===== config.mk =====
export PLATFORM = sky130hd
export DESIGN_NAME = tube_disp_arbiter
export DESIGN_NICKNAME = d
export VERILOG_FILES = /design/src/rtl/tube_disp_arbiter.sv
export SDC_FILE = /design/constraint.sdc
export NUM_CORES = 1
export LEC_CHECK = 0
export BUFFER_PORTS_ARGS = -buffer_cell sky130_fd_sc_hd__buf_2
export CORE_MARGIN = 3
export CORE_UTILIZATION = 40
export CTS_BUF_LIST = sky130_fd_sc_hd__clkbuf_8
export DETAILED_ROUTE_END_ITERATION = 6
export GPL_ROUTABILITY_DRIVEN = 0
export MAX_ROUTING_LAYER = met4
export PLACE_DENSITY = 0.63
export SYNTH_ARGS = -nofsm -noshare
export SYNTH_HDL_FRONTEND = slang
export SYNTH_SLANG_ARGS = --single-unit

===== constraint.sdc =====
create_clock -name I_sys_clk -period 2.99 [get_ports I_sys_clk]
set_input_delay 0.4485 -clock I_sys_clk [delete_from_list [all_inputs] [get_ports I_sys_clk]]
set_output_delay 0.4485 -clock I_sys_clk [all_outputs]
set_load 0.02 [all_outputs]

===== src/rtl/tube_disp_arbiter.sv =====
// Two-requester round-robin arbiter for a four-digit tube display.
// A granted value is held on the display for DWELL cycles before the next grant.
module tube_disp_arbiter #(
    parameter int unsigned DWELL = 25000000
) (
    input  logic        I_sys_clk,
    input  logic        I_rst_n,
    input  logic        I_req0,
    input  logic [15:0] I_data0,
    output logic        O_ack0,
    input  logic        I_req1,
    input  logic [15:0] I_data1,
    output logic        O_ack1,
    output logic        O_en,
    output logic [15:0] O_disp_data,
    output logic [1:0]  O_owner,
    output logic        O_busy
);

    typedef enum logic {
        ST_IDLE = 1'b0,
        ST_HOLD = 1'b1
    } state_t;

    localparam logic [25:0] LP_CNT_LOAD = 26'(DWELL - 1);

    state_t      r_state;
    state_t      w_state_nxt;
    logic [25:0] r_cnt;
    logic [25:0] w_cnt_nxt;
    logic        r_last;
    logic        w_last_nxt;
    logic        r_ack0;
    logic        w_ack0_nxt;
    logic        r_ack1;
    logic        w_ack1_nxt;
    logic        r_en;
    logic        w_en_nxt;
    logic [15:0] r_disp;
    logic [15:0] w_disp_nxt;
    logic [1:0]  r_owner;
    logic [1:0]  w_owner_nxt;
    logic        w_pick0;
    logic        w_pick1;

    // r_last = 1 means requester 1 won most recently, so requester 0 wins a tie.
    assign w_pick0 = I_req0 & (~I_req1 | r_last);
    assign w_pick1 = I_req1 & (~I_req0 | ~r_last);

    // Next-state and next-output decode for the IDLE/HOLD controller.
    always_comb begin
        w_state_nxt = r_state;
        w_cnt_nxt   = r_cnt;
        w_last_nxt  = r_last;
        w_ack0_nxt  = 1'b0;
        w_ack1_nxt  = 1'b0;
        w_en_nxt    = r_en;
        w_disp_nxt  = r_disp;
        w_owner_nxt = r_owner;
        case (r_state)
            ST_IDLE: begin
                if (w_pick0) begin
                    w_state_nxt = ST_HOLD;
                    w_cnt_nxt   = LP_CNT_LOAD;
                    w_last_nxt  = 1'b0;
                    w_ack0_nxt  = 1'b1;
                    w_en_nxt    = 1'b1;
                    w_disp_nxt  = I_data0;
                    w_owner_nxt = 2'b01;
                end else if (w_pick1) begin
                    w_state_nxt = ST_HOLD;
                    w_cnt_nxt   = LP_CNT_LOAD;
                    w_last_nxt  = 1'b1;
                    w_ack1_nxt  = 1'b1;
                    w_en_nxt    = 1'b1;
                    w_disp_nxt  = I_data1;
                    w_owner_nxt = 2'b10;
                end else begin
                    w_state_nxt = ST_IDLE;
                end
            end
            ST_HOLD: begin
                if (r_cnt == 26'd0) begin
                    w_state_nxt = ST_IDLE;
                end else begin
                    w_cnt_nxt = r_cnt - 26'd1;
                end
            end
            default: begin
                w_state_nxt = ST_IDLE;
                w_cnt_nxt   = 26'd0;
            end
        endcase
    end

    // State, dwell counter and registered display outputs.
    always_ff @(posedge I_sys_clk or negedge I_rst_n) begin
        if (!I_rst_n) begin
            r_state <= ST_IDLE;
            r_cnt   <= 26'd0;
            r_last  <= 1'b1;
            r_ack0  <= 1'b0;
            r_ack1  <= 1'b0;
            r_en    <= 1'b0;
            r_disp  <= 16'h0000;
            r_owner <= 2'b00;
        end else begin
            r_state <= w_state_nxt;
            r_cnt   <= w_cnt_nxt;
            r_last  <= w_last_nxt;
            r_ack0  <= w_ack0_nxt;
            r_ack1  <= w_ack1_nxt;
            r_en    <= w_en_nxt;
            r_disp  <= w_disp_nxt;
            r_owner <= w_owner_nxt;
        end
    end

    assign O_ack0      = r_ack0;
    assign O_ack1      = r_ack1;
    assign O_en        = r_en;
    assign O_disp_data = r_disp;
    assign O_owner     = r_owner;
    assign O_busy      = (r_state == ST_HOLD);

endmodule


* After elaboration in Yosys (flattened, before gate mapping)
Index checks and enable logic that the tools add are counted.
Storage, ports and cells: register bits 49, bits of input ports 36
Operators by class: bitwise operators 8, eq/ne operators 2, add/sub/neg operators 1, mux-type cells 19, reduce and logical (&&, ||, !) cells 4
Operator list (number):
- $mux 26 | 3
- $pmux 26 s2 | 1
- $mux 16 | 2
- $logic_not 26->1 | 1
- $sub 26x1->26 const B | 1
- $mux 1 | 10
- $mux 2 | 2
- $not 1->1 | 4
- $reduce_and 2->1 | 2
- $ne 3x3->1 const B | 1
- $and 1x1->1 | 2
- $ne 2x2->1 const B | 1
- $or 1x1->1 | 2
- $pmux 1 s2 | 1
- $reduce_bool 2->1 | 1

* Depth between registers and ports, before layout
depth after elaboration 6, gate-level depth with buffers 9

* Least setup slack after synthesis
No wires, ideal clock.
kind flip-flop to flip-flop, start register r_cnt[16], end register r_cnt[0], arrival 2183 ps, buffers on the path 3, period minus slack after synthesis 2308 ps, path slack 682 ps, setup time 125 ps, cell stages (with the launch flop) 9, required time 2865 ps, cells stage by stage dfrtp_1 > or4_4 > buf_6 > or4_4 > buf_6 > o21ai_4 > buf_6 > nand2_2 > mux2_4
Between the ends: longest elaborated chain between the ends 3
RTL lines:
- start, declared | line 29 | logic [25:0] r_cnt;
- start signal, assigned | line 109 | r_cnt <= w_cnt_nxt;
- $logic_not 26->1 | line 83 | if (r_cnt == 26'd0) begin
- $ne 2x2->1 (no source line)
- $reduce_and 2->1 (no source line)
No other way between the ends. A chain may end at the register's enable or synchronous reset.

* Final worst setup path
start register r_cnt[23], end register r_cnt[0]
Same word-level chain as after synthesis.

==> impl_metrics.py <==
metrics = {
    "logic_synthesis": {
        "synth_mux_area_share_pct": 4.83,
        "synthTopCellsByArea": "dfrtp_1 (50%), mux2i_1 (4.2%), xor2_1 (4.0%)",
        "synth_area_sq_um": 2380,
        "synth_edf_count": 0,
        "ys_seq_area_share_pct": 51.5,
        "ys_top_cells_by_count": "dfrtp_1 (48), nand2_1 (16), o21ai_0 (15), inv_1 (13), nor2_1 (13)",
        "ys_ff_latch": 49,
        "synth-xor-area-share_pct": 4.04,
        "synth.avg_cell_area_sq_um": 10.6,
        "synthArstFlopShare_pct": 100,
        "ys_warn_count": 0,
        "yosysTopAreaCell": "dfrtp_1",
        "yosys_most_used_dff": "dfrtp_1",
        "synth_top_family_by_area": "simple AND/OR/NAND/NOR gates",
        "synth-adder-area-share_pct": 0.525,
        "yosysTopAreaCellShare_pct": 50.4,
        "synth_nets": 263,
        "synth_most_common_cell": "dfrtp_1",
        "yosysUniqueCellTypes": 46,
        "synth_compound_area_share_pct": 14.3,
        "synthSimpleGateAreaFrac_pct": 18.9,
        "syn_inst": 226,
    },
    "timing": {
        "timing.setup.tns_ns": 0,
        "finalHoldViolCount": 0,
        "max_slew_margin_pct": 29.5,
        "slew_viol_final": 0,
        "tightest_slew_ns": 1.06,
        "fin_worst_skew_ns": 0.00308,
        "post-route-min-period_ns": 2.57,
        "period_share_pct": 85.9,
        "fmax_mhz": 389,
        "setup_viol": 0,
        "rsz0062_at_grt": "no",
    },
    "clock_network": {
        "cts-root-buf": "clkbuf_8",
        "ctsHoldBuffers": 0,
        "cts-buffers-inserted": 5,
        "cts-resized-gates": 0,
        "clk_latency_ns": 0.30,
        "cts.path.max_buffers": 2,
        "clkSlewWorstSetupHoldPaths_ns": 0.09,
        "htreeDepth": 2,
        "cts_tree": "built",
        "post-cts-setup-buffer-count": 0,
        "cts.sinks": 49,
    },
    "floorplanning": {
        "die_height_microns": 83.2,
        "rows": 27,
        "die_area_sq_um": 6920,
        "pin_count": 58,
        "die_x_microns": 83.2,
        "start_util_pct": 42.3,
        "core_sq_um": 5640,
    },
    "worst_setup_path": {
        "worst-setup-path-type": "flop to flop",
        "slowest_delay_ns": 0.61,
        "cp_slowest_cell": "or4_4",
        "rr_worst_depth": 5,
        "crit_path_end_kind": "flop",
        "crit_path_start": "r_cnt[23]",
        "critPathRequiredTime_ns": 3.18,
        "crit_fanout": 21,
        "reg2reg_slack_ns": 0.42,
        "path_cells": "or4_1, or4_4, o21ai_4, nand2_2, mux2_4",
        "crit_path_end": "r_cnt[0]",
        "reg2reg_from": "r_cnt[23]",
        "reg2reg_to": "r_cnt[0]",
        "crit_path_start_kind": "flop",
        "arrival_ns": 2.76,
    },
    "job": {
        "drv_cap": 0,
    },
    "global_route": {
        "antenna_found_initial": 0,
        "grt_util_all_layers_pct": 15.3,
        "gr-total-overflow": 0,
        "grt_first_pass_wirelength_microns": 8680,
        "grt_max_degree": 50,
        "grt_pass1_vias": 1829,
    },
    "min_path": {
        "min_path_type": "primary input to asynchronous set/reset pin",
    },
    "finish": {
        "fillers": 539,
        "fin_nets": 317,
        "multi_input_area_sq_um": 1020,
        "syn_to_final_growth_pct": 18.0,
        "drive_above_1_share_pct": 28.5,
        "seq_area_sq_um": 1230,
        "diodes": 0,
    },
    "detailed_routing": {
        "drt-total-wl_microns": 4860,
        "drc_errors": 0,
        "drt_iter0_drc": 126,
        "ant_nets": 0,
        "avgRoutedWirePerCell_microns": 13.8,
        "vias": 1898,
        "drt_first_pass_iters": 5,
        "viasPerCell": 5.38,
    },
    "placed_design": {
        "io_buffers": 57,
        "dp_hpwl_microns": 3340,
    },
    "power": {
        "vdd_drop_max_mv": 0.217,
        "p_leak_nw": 1.22,
        "power_density_nw_per_um2": 471,
        "p_total_mw": 1.32,
    },
    "outcome": {
        "outcome": "completed",
    },
}
area by class of cell:
class	instances	area share [%]
timing repair buffer	60	10.9
sequential	49	43.6
inverter	14	1.87
clock inverter	2	1.33
tap	72	3.20
clock buffer	6	2.93
multi-input combinational	150	36.1
critical path, delay by kind of cell (launching register included):
family / cells / cell delay, ns
simple gates: 3 / 1.26
compound gates: 1 / 0.50
flops: 1 / 0.41
mux: 1 / 0.28
power by group:
part	leakage, nW	internal, mW	switching [mW]	total, mW
clock	0.0574	0.272	0.217	0.489
combinational	0.615	0.0520	0.0691	0.121
sequential	0.547	0.692	0.0221	0.714
total	1.22	1.02	0.308	1.32
cell usage in the layout, fill, tap and decap left out, types with 6 or more instances in the layout:
master,instances
o21ai_0,15
clkbuf_8,6
or3_1,6
xor2_1,11
dfrtp_1,48
nor4_1,8
nor2_1,13
buf_2,57
inv_1,13
a222oi_1,9
nand2_1,16
o211ai_1,6
or4_1,7
mux2i_1,10
nand3_1,7
flip-flops by register name (all words and copies together) (netlist names):
name,count
r_cnt,26
O_disp_data,16
O_owner,2
O_ack0,1
O_ack1,1
O_busy,1
O_en,1
r_last,1
how the worst min path moves through the flow:
| stage | startpoint | to | slack (ns) | cells past startpoint |
|---|---|---|---|---|
| 2_1_floorplan | I_rst_n | O_ack0 | 0.15 | 0 |
| 3_3_place_gp | O_en | O_en | 0.45 | 1 |
| 3_5_place_dp | O_en | O_en | 0.46 | 1 |
| 4_1_cts | I_data0[3] | O_disp_data[3] | 0.34 | 3 |
| 5_1_grt | I_data0[3] | O_disp_data[3] | 0.35 | 3 |
| 6_report | I_rst_n | r_cnt[18] | 0.34 | 1 |
metal layers:
layer  vias up  global-route usage (%)  share of wire [%]
met2        72                    22.4                 43
met3         5                    3.67                7.1
met5         -                       -                  0
li1        937                       -                  -
met4         0                    3.12               0.70
met1       884                    21.5                 49
cell families after synthesis:
kind of cell / count (synthesis)
and+or+nand+nor: 81
muxes: 11
adders and majority gates: 1
DFF: 49
xor gates and xnor gates: 11
AOI/OAI and AO/OA: 46
buffers and inverters: 27
metrics by stage:
stage	worst slack (ns)	cell area [sq um]	hold WS (ns)	utilization, %	std cells
6_report	0.420	2810	0.341	49.9	353
5_1_grt	0.276	2810	0.350	49.9	353
4_1_cts	0.412	2810	0.344	49.9	353
3_5_place_dp	0.429	2690	0.461	47.7	345
3_3_place_gp	0.476	2690	0.446	47.7	345
2_1_floorplan	0.682	2380	0.153	-	226
Power figures use the tool's default switching activity.
